File: config.mk
export PLATFORM = sky130hd
export DESIGN_NAME = alu_seq_ctrl
export DESIGN_NICKNAME = d
export VERILOG_FILES = /design/src/rtl/alu_seq_ctrl.sv
export SDC_FILE = /design/constraint.sdc
export NUM_CORES = 1
export LEC_CHECK = 0
export BUFFER_PORTS_ARGS = -buffer_cell sky130_fd_sc_hd__buf_2
export CORE_ASPECT_RATIO = 0.7
export CORE_UTILIZATION = 55
export DETAILED_ROUTE_END_ITERATION = 10
export PLACE_DENSITY = 0.86
export SETUP_SLACK_MARGIN = 0.5
export SYNTH_ARGS = -nofsm -noshare
export SYNTH_HDL_FRONTEND = slang
export SYNTH_SLANG_ARGS = --single-unit
File: constraint.sdc
create_clock -name clock -period 11.72 [get_ports clock]
set_input_delay 2.344 -clock clock [delete_from_list [all_inputs] [get_ports clock]]
set_output_delay 2.344 -clock clock [all_outputs]
set_load 0.01 [all_outputs]
File: src/rtl/alu_seq_ctrl.sv
// Multi-cycle ALU sequencer: single-cycle logic/add ops, 32-iteration shift/add MULU and DIVU.
// Build option: define ALU_DIV_EN to include the restoring divider; otherwise op 5 reports an error.
module alu_seq_ctrl (
    input  logic        clock,
    input  logic        reset,
    input  logic        req_valid,
    output logic        req_ready,
    input  logic [2:0]  req_op,
    input  logic [31:0] req_a,
    input  logic [31:0] req_b,
    output logic        rsp_valid,
    input  logic        rsp_ready,
    output logic [31:0] rsp_high,
    output logic [31:0] rsp_low,
    output logic        rsp_err,
    output logic        busy,
    output logic [1:0]  dbg_state
);

    // Handshakes: a request is taken on a rising edge where req_valid && req_ready;
    // a response is retired on a rising edge where rsp_valid && rsp_ready. Neither
    // valid may depend on its ready, and payloads are only meaningful while valid.

    typedef enum logic [1:0] {
        ST_IDLE = 2'd0,
        ST_EXEC = 2'd1,
        ST_DONE = 2'd2
    } state_t;

    localparam logic [2:0] OP_XOR  = 3'd0;
    localparam logic [2:0] OP_AND  = 3'd1;
    localparam logic [2:0] OP_OR   = 3'd2;
    localparam logic [2:0] OP_ADD  = 3'd3;
    localparam logic [2:0] OP_MULU = 3'd4;
`ifdef ALU_DIV_EN
    localparam logic [2:0] OP_DIVU = 3'd5;
`endif

    state_t      state_q, state_d;
    logic [4:0]  cnt_q, cnt_d;
    logic [31:0] opnd_q, opnd_d;
    logic [31:0] acc_hi_q, acc_hi_d;
    logic [31:0] acc_lo_q, acc_lo_d;
    logic [31:0] res_high_q, res_high_d;
    logic [31:0] res_low_q, res_low_d;
    logic        err_q, err_d;
`ifdef ALU_DIV_EN
    logic        is_div_q, is_div_d;
`endif

    logic [32:0] add_sum;
    logic [32:0] mul_sum;
    logic [31:0] mul_hi_nxt;
    logic [31:0] mul_lo_nxt;
`ifdef ALU_DIV_EN
    logic [32:0] div_rem_sh;
    logic        div_ge;
    logic [31:0] div_rem_nxt;
    logic [31:0] div_quo_nxt;
`endif

    // Datapath for one engine iteration; the hi/lo accumulator pair is shared.
    always_comb begin
        add_sum    = {1'b0, req_a} + {1'b0, req_b};
        // Multiply: hi:lo holds partial product above the remaining multiplier bits.
        mul_sum    = {1'b0, acc_hi_q} + (acc_lo_q[0] ? {1'b0, opnd_q} : 33'd0);
        mul_hi_nxt = mul_sum[32:1];
        mul_lo_nxt = {mul_sum[0], acc_lo_q[31:1]};
`ifdef ALU_DIV_EN
        // Divide: hi is the partial remainder, lo shifts dividend out and quotient in.
        // A zero divisor naturally yields all-ones quotient and remainder == dividend.
        div_rem_sh  = {acc_hi_q, acc_lo_q[31]};
        div_ge      = (div_rem_sh >= {1'b0, opnd_q});
        div_rem_nxt = div_ge ? 32'(div_rem_sh - {1'b0, opnd_q}) : div_rem_sh[31:0];
        div_quo_nxt = {acc_lo_q[30:0], div_ge};
`endif
    end

    always_comb begin
        state_d    = state_q;
        cnt_d      = cnt_q;
        opnd_d     = opnd_q;
        acc_hi_d   = acc_hi_q;
        acc_lo_d   = acc_lo_q;
        res_high_d = res_high_q;
        res_low_d  = res_low_q;
        err_d      = err_q;
`ifdef ALU_DIV_EN
        is_div_d   = is_div_q;
`endif

        case (state_q)
            ST_IDLE: begin
                if (req_valid) begin
                    err_d      = 1'b0;
                    res_high_d = 32'd0;
                    state_d    = ST_DONE;
                    case (req_op)
                        OP_XOR: res_low_d = req_a ^ req_b;
                        OP_AND: res_low_d = req_a & req_b;
                        OP_OR:  res_low_d = req_a | req_b;
                        OP_ADD: begin
                            res_low_d  = add_sum[31:0];
                            res_high_d = {31'd0, add_sum[32]};
                        end
                        OP_MULU: begin
                            opnd_d   = req_a;
                            acc_hi_d = 32'd0;
                            acc_lo_d = req_b;
                            cnt_d    = 5'd31;
                            state_d  = ST_EXEC;
`ifdef ALU_DIV_EN
                            is_div_d = 1'b0;
`endif
                        end
`ifdef ALU_DIV_EN
                        OP_DIVU: begin
                            opnd_d   = req_b;
                            acc_hi_d = 32'd0;
                            acc_lo_d = req_a;
                            cnt_d    = 5'd31;
                            is_div_d = 1'b1;
                            state_d  = ST_EXEC;
                        end
`endif
                        default: begin
                            err_d     = 1'b1;
                            res_low_d = 32'd0;
                        end
                    endcase
                end
            end

            ST_EXEC: begin
                cnt_d = cnt_q - 5'd1;
`ifdef ALU_DIV_EN
                if (is_div_q) begin
                    acc_hi_d = div_rem_nxt;
                    acc_lo_d = div_quo_nxt;
                end else begin
                    acc_hi_d = mul_hi_nxt;
                    acc_lo_d = mul_lo_nxt;
                end
`else
                acc_hi_d = mul_hi_nxt;
                acc_lo_d = mul_lo_nxt;
`endif
                if (cnt_q == 5'd0) begin
                    res_high_d = acc_hi_d;
                    res_low_d  = acc_lo_d;
                    state_d    = ST_DONE;
                end
            end

            ST_DONE: begin
                if (rsp_ready) begin
                    state_d = ST_IDLE;
                end
            end

            default: state_d = ST_IDLE;
        endcase
    end

    always_ff @(posedge clock or posedge reset) begin
        if (reset) begin
            state_q    <= ST_IDLE;
            cnt_q      <= 5'd0;
            opnd_q     <= 32'd0;
            acc_hi_q   <= 32'd0;
            acc_lo_q   <= 32'd0;
            res_high_q <= 32'd0;
            res_low_q  <= 32'd0;
            err_q      <= 1'b0;
`ifdef ALU_DIV_EN
            is_div_q   <= 1'b0;
`endif
        end else begin
            state_q    <= state_d;
            cnt_q      <= cnt_d;
            opnd_q     <= opnd_d;
            acc_hi_q   <= acc_hi_d;
            acc_lo_q   <= acc_lo_d;
            res_high_q <= res_high_d;
            res_low_q  <= res_low_d;
            err_q      <= err_d;
`ifdef ALU_DIV_EN
            is_div_q   <= is_div_d;
`endif
        end
    end

    // Ready is masked by reset so nothing is offered while the block is held.
    assign req_ready = (state_q == ST_IDLE) && !reset;
    assign rsp_valid = (state_q == ST_DONE);
    assign busy      = (state_q != ST_IDLE);
    assign rsp_high  = res_high_q;
    assign rsp_low   = res_low_q;
    assign rsp_err   = err_q;
    assign dbg_state = state_q;

endmodule

==> summary by stage <==
Clocking
Clock tree synthesis inserted a total of 17 buffers. The count of instances resized after the clock tree is built is 0. TritonCTS built the clock tree. The level count of the clock H-tree is 4. The clock-pin slew on the worst setup and hold paths is 0.07 ns. The tree built by TritonCTS fans out to 168 sinks. The setup fix buffers added after clock tree synthesis is 0.

Clock latency on the worst-skew pair, taken at its later pin, is 0.45 ns. In this run the deepest clock path goes through 2 buffers. The number of buffers inserted by hold repair at cts is 0. The cell sitting at the root of the clock tree is a clkbuf_16.

Route
The remaining design rule violation count is 0. In this run, the number of DRC markers left after iteration 0 of detailed routing was 1007. The wire length reported by the detailed router is 32.4 mm.

The average wire length per cell after detail routing is 18.6 um. Summing over every cut layer, the via total after detailed routing is 10500. Once detail routing completed, the nets flagged for antenna violations numbered 0. For this run, the detailed router's first-pass iteration total came to 6. In the routed layout, each cell is associated on average with a via count of 6.03.

Power and ir drop
The worst vdd rail ir drop is 126 uV. The overall power after layout is 2.47 mW. The power density normalized to cell area is 192 nW/um^2. The cell leakage power is 6.63 nW.

Die
The number of ports placed on the die boundary is 141. After floorplanning, the core was divided into 43 placement rows. For this configuration, the core starts out at a cell density of 57.2%. From bottom edge to top edge, the die measures 123 um. The width of the chip is 175 um. The area of the core region is 20100 sq um. The die covers 21500 sq um.

Logic synthesis
Counting flops and latches in the post-synthesis netlist gives 168. The primary flip-flop cell chosen by synthesis mapping is dfrtp_1. The average cell area after synthesis is 8.39 sq um. The proportion of synthesized chip area in sequential cells is 36.5%. The number of cells produced by synthesis is 1372. In this run the cell area of the synthesized design comes to 11500 sq um. Yosys mapped a number of flops with a built-in enable equal to 0. The net count after synthesis is 1543. The Yosys step of the flow raised 0 warnings. The number of different library cells used by synthesis comes to 75. Of all flip-flops after synthesis, the portion carrying an async set or reset was 100%.

Cells and area
In the final layout, the share of cells above drive strength 1 is 14.4%. The area growth from synthesis to layout is 12.0%. The library cells used most frequently in the layout, excluding fill and tap cells, are 209 x nand2_1, 168 x dfrtp_1, 140 x buf_2, 130 x o21ai_0, 109 x a21oi_1.

After filler insertion, the fill cell instance count of the layout stands at 1741. The final cell utilization of the core is 64.1%. The net count of the finished layout is 1633.

The post-route cell area is 12900 sq um. Once layout is complete, the cells apart from fillers number 1746. The library cell used most frequently in the layout, excluding fill and tap cells, is nand2_1.

Critical path
For this run, the slowest stage of the critical path takes 0.13 ns. STA classifies the critical path endpoint as an output port. The peak fanout along the critical path is 2. The cell family contributing the most delay on the critical path is buffers and inverters. The worst setup path is launched from an input port. The critical path goes through buf_2, nor2_1, buf_2.

The critical path's most frequent cell is buf_2. The classification of the worst setup path is input port to output port. STA puts the critical path data arrival time at 2.70 ns. STA puts the critical path data required time at 9.38 ns.

The cell type of the slowest stage on the worst timing path is buf_2. Counting both buffers and inverters, the worst setup path holds a total of 2.

Timing
Across the routed clock network, the largest skew measured is 0.00675 ns. The maximum operating frequency is 198 MHz. Setup repair after global routing left no endpoint under its margin. The count of final hold-check violations is 0.

The max-slew violation count came to 0. The worst setup slack after layout is 6.68 ns. The shortest period the worst path allows is 5.04 ns. In the finished design, the share of the clock period the worst path needs comes to 43.0%. The remaining max-slew budget at the tightest pin is 27.9%. The tightest hold path in the finished design has a slack of 0.472 ns. The measured slew at the worst slew-check pin is 1.08 ns. Adding up every negative setup slack in the final design gives 0 ns. The setup violation total in the final timing report is 0.

Global route
The number of global-route vias before repair is 9987. The initial antenna violation count is 1. The overall overflow remaining after global route is 0.

The pin count of the biggest net entering global routing is 93. The global-route wire length before repair is 52.2 mm. Global routing used 31.0% of the available tracks.

Placed design
The placed standard-cell area is 12300 sq um. Counting tap cells, the placed design contains a total of 1713 instances. The count of buffers inserted at the top-level ports is 140.

The post-place setup slack is 6.40 ns. After legalization and detailed placement, the total HPWL measured 23.0 mm. The final weighted congestion in routability-driven placement is 0.923.

Hold path
The classification of the worst-slack hold path is register to register.

Run status
The flow ran to the end, and the final reports show no timing, DRC or antenna violations.

Flow run
The number of max-cap violations is 0.
layout make-up:
| type | count | area, sq um | share of cell area (%) |
|---|---|---|---|
| Multi-Input combinational cell | 1033 | 6660 | 51.7 |
| Sequential cell | 168 | 4200 | 32.6 |
| Timing Repair Buffer | 150 | 776 | 6.02 |
| Clock buffer | 19 | 443 | 3.44 |
| Inverter | 92 | 350 | 2.72 |
| Tap cell | 270 | 338 | 2.62 |
| Clock inverter | 13 | 113 | 0.874 |
| Antenna cell | 1 | 2.50 | 0.0194 |
cells in the mapped netlist, drive strengths merged, types with 4 or more instances:
library cell	number	area share [%]
xor2	16	1.2
o211ai	9	0.63
or2	4	0.22
buf	10	0.43
a2111oi	5	0.43
o22ai	29	1.6
a21o	31	2.0
a22o	6	0.46
a22oi	5	0.33
nand2b	12	0.65
a211oi	7	0.46
a2111o	5	0.49
a31oi	16	0.92
and3	14	0.77
nor2	92	3.0
dfrtp	168	37
mux2i	26	2.3
clkbuf	69	2.3
and2	34	1.8
a221oi	14	1.1
or3	5	0.27
xnor2	33	2.5
o21a	9	0.59
a21oi	112	5.0
o21bai	5	0.33
mux2	5	0.49
inv	92	3.0
nor2b	7	0.38
nor3	7	0.30
nand4	6	0.33
ha	98	11
nand2	210	6.9
mux4	4	0.78
o31ai	11	0.76
o21ai	139	6.1
o221ai	7	0.53
nand3	15	0.65
registers in the layout (all words and copies together) (netlist names):
register and count:
acc_hi_q 32, acc_lo_q 32, opnd_q 32, rsp_high 32, rsp_low 32, cnt_q 5, dbg_state 2, rsp_err 1
kinds of logic (layout without fill, tap and decap cells):
| kind of cell | count (synthesis) | after routing | share of synthesized area, % |
|---|---|---|---|
| AND/OR/NAND/NOR | 412 | 412 | 15.7 |
| other | 0 | 1 | 0 |
| multiplexers | 35 | 35 | 3.53 |
| adder cells (fa/ha/maj) | 100 | 100 | 11.0 |
| XOR/XNOR | 49 | 49 | 3.73 |
| flip-flops | 168 | 168 | 36.5 |
| AO/OA/AOI/OAI | 437 | 437 | 23.8 |
| buffers and inverters | 171 | 274 | 5.69 |
metal layers:
metal / routed length [um] / global-route usage (%) / vias up
met1: 15000 / 44.3 / 5033
met4: 802 / 11.4 / 0
met3: 2410 / 5.57 / 69
met5: 0 / 0 / -
met2: 14200 / 47.2 / 447
li1: - / - / 4979
worst paths after layout:
| check | cells after the start | slack (ns) | to | from |
|---|---|---|---|---|
| setup / recovery | 3 | 6.68 | req_ready | reset |
| hold / removal | 2 | 0.47 | opnd_q[14]$_DFFE_PP0P_ | opnd_q[14]$_DFFE_PP0P_ |
| setup reg to reg | 13 | 7.61 | rsp_high[29]$_DFFE_PP0P_ | acc_lo_q[0]$_DFFE_PP0P_ |
| hold reg to reg | 2 | 0.47 | opnd_q[14]$_DFFE_PP0P_ | opnd_q[14]$_DFFE_PP0P_ |
| max in group asynchronous | 3 | 8.15 | acc_lo_q[28]$_DFFE_PP0P_ | reset |
| min in group asynchronous | 2 | 2.07 | acc_hi_q[16]$_DFFE_PP0P_ | reset |
worst reg2reg max path, stage by stage, from the launching register on:
cell,delay (ns)
dfrtp_1,0.88
and2_1,0.23
ha_1,0.22
inv_1,0.08
fa_1,0.41
nand2b_1,0.22
a21oi_1,0.28
o211ai_1,0.17
a211oi_1,0.43
o21ai_1,0.29
o221ai_1,0.31
xor2_1,0.19
nand2_1,0.08
o21ai_0,0.23
power by group:
part	switching [mW]	internal, mW	leakage [nW]	total (mW)
Combinational	0.602	0.377	4.19	0.979
Clock	0.265	0.283	0.274	0.548
Sequential	0.152	0.794	2.16	0.945
Total	1.02	1.45	6.63	2.47
Power figures use the tool's default switching activity.
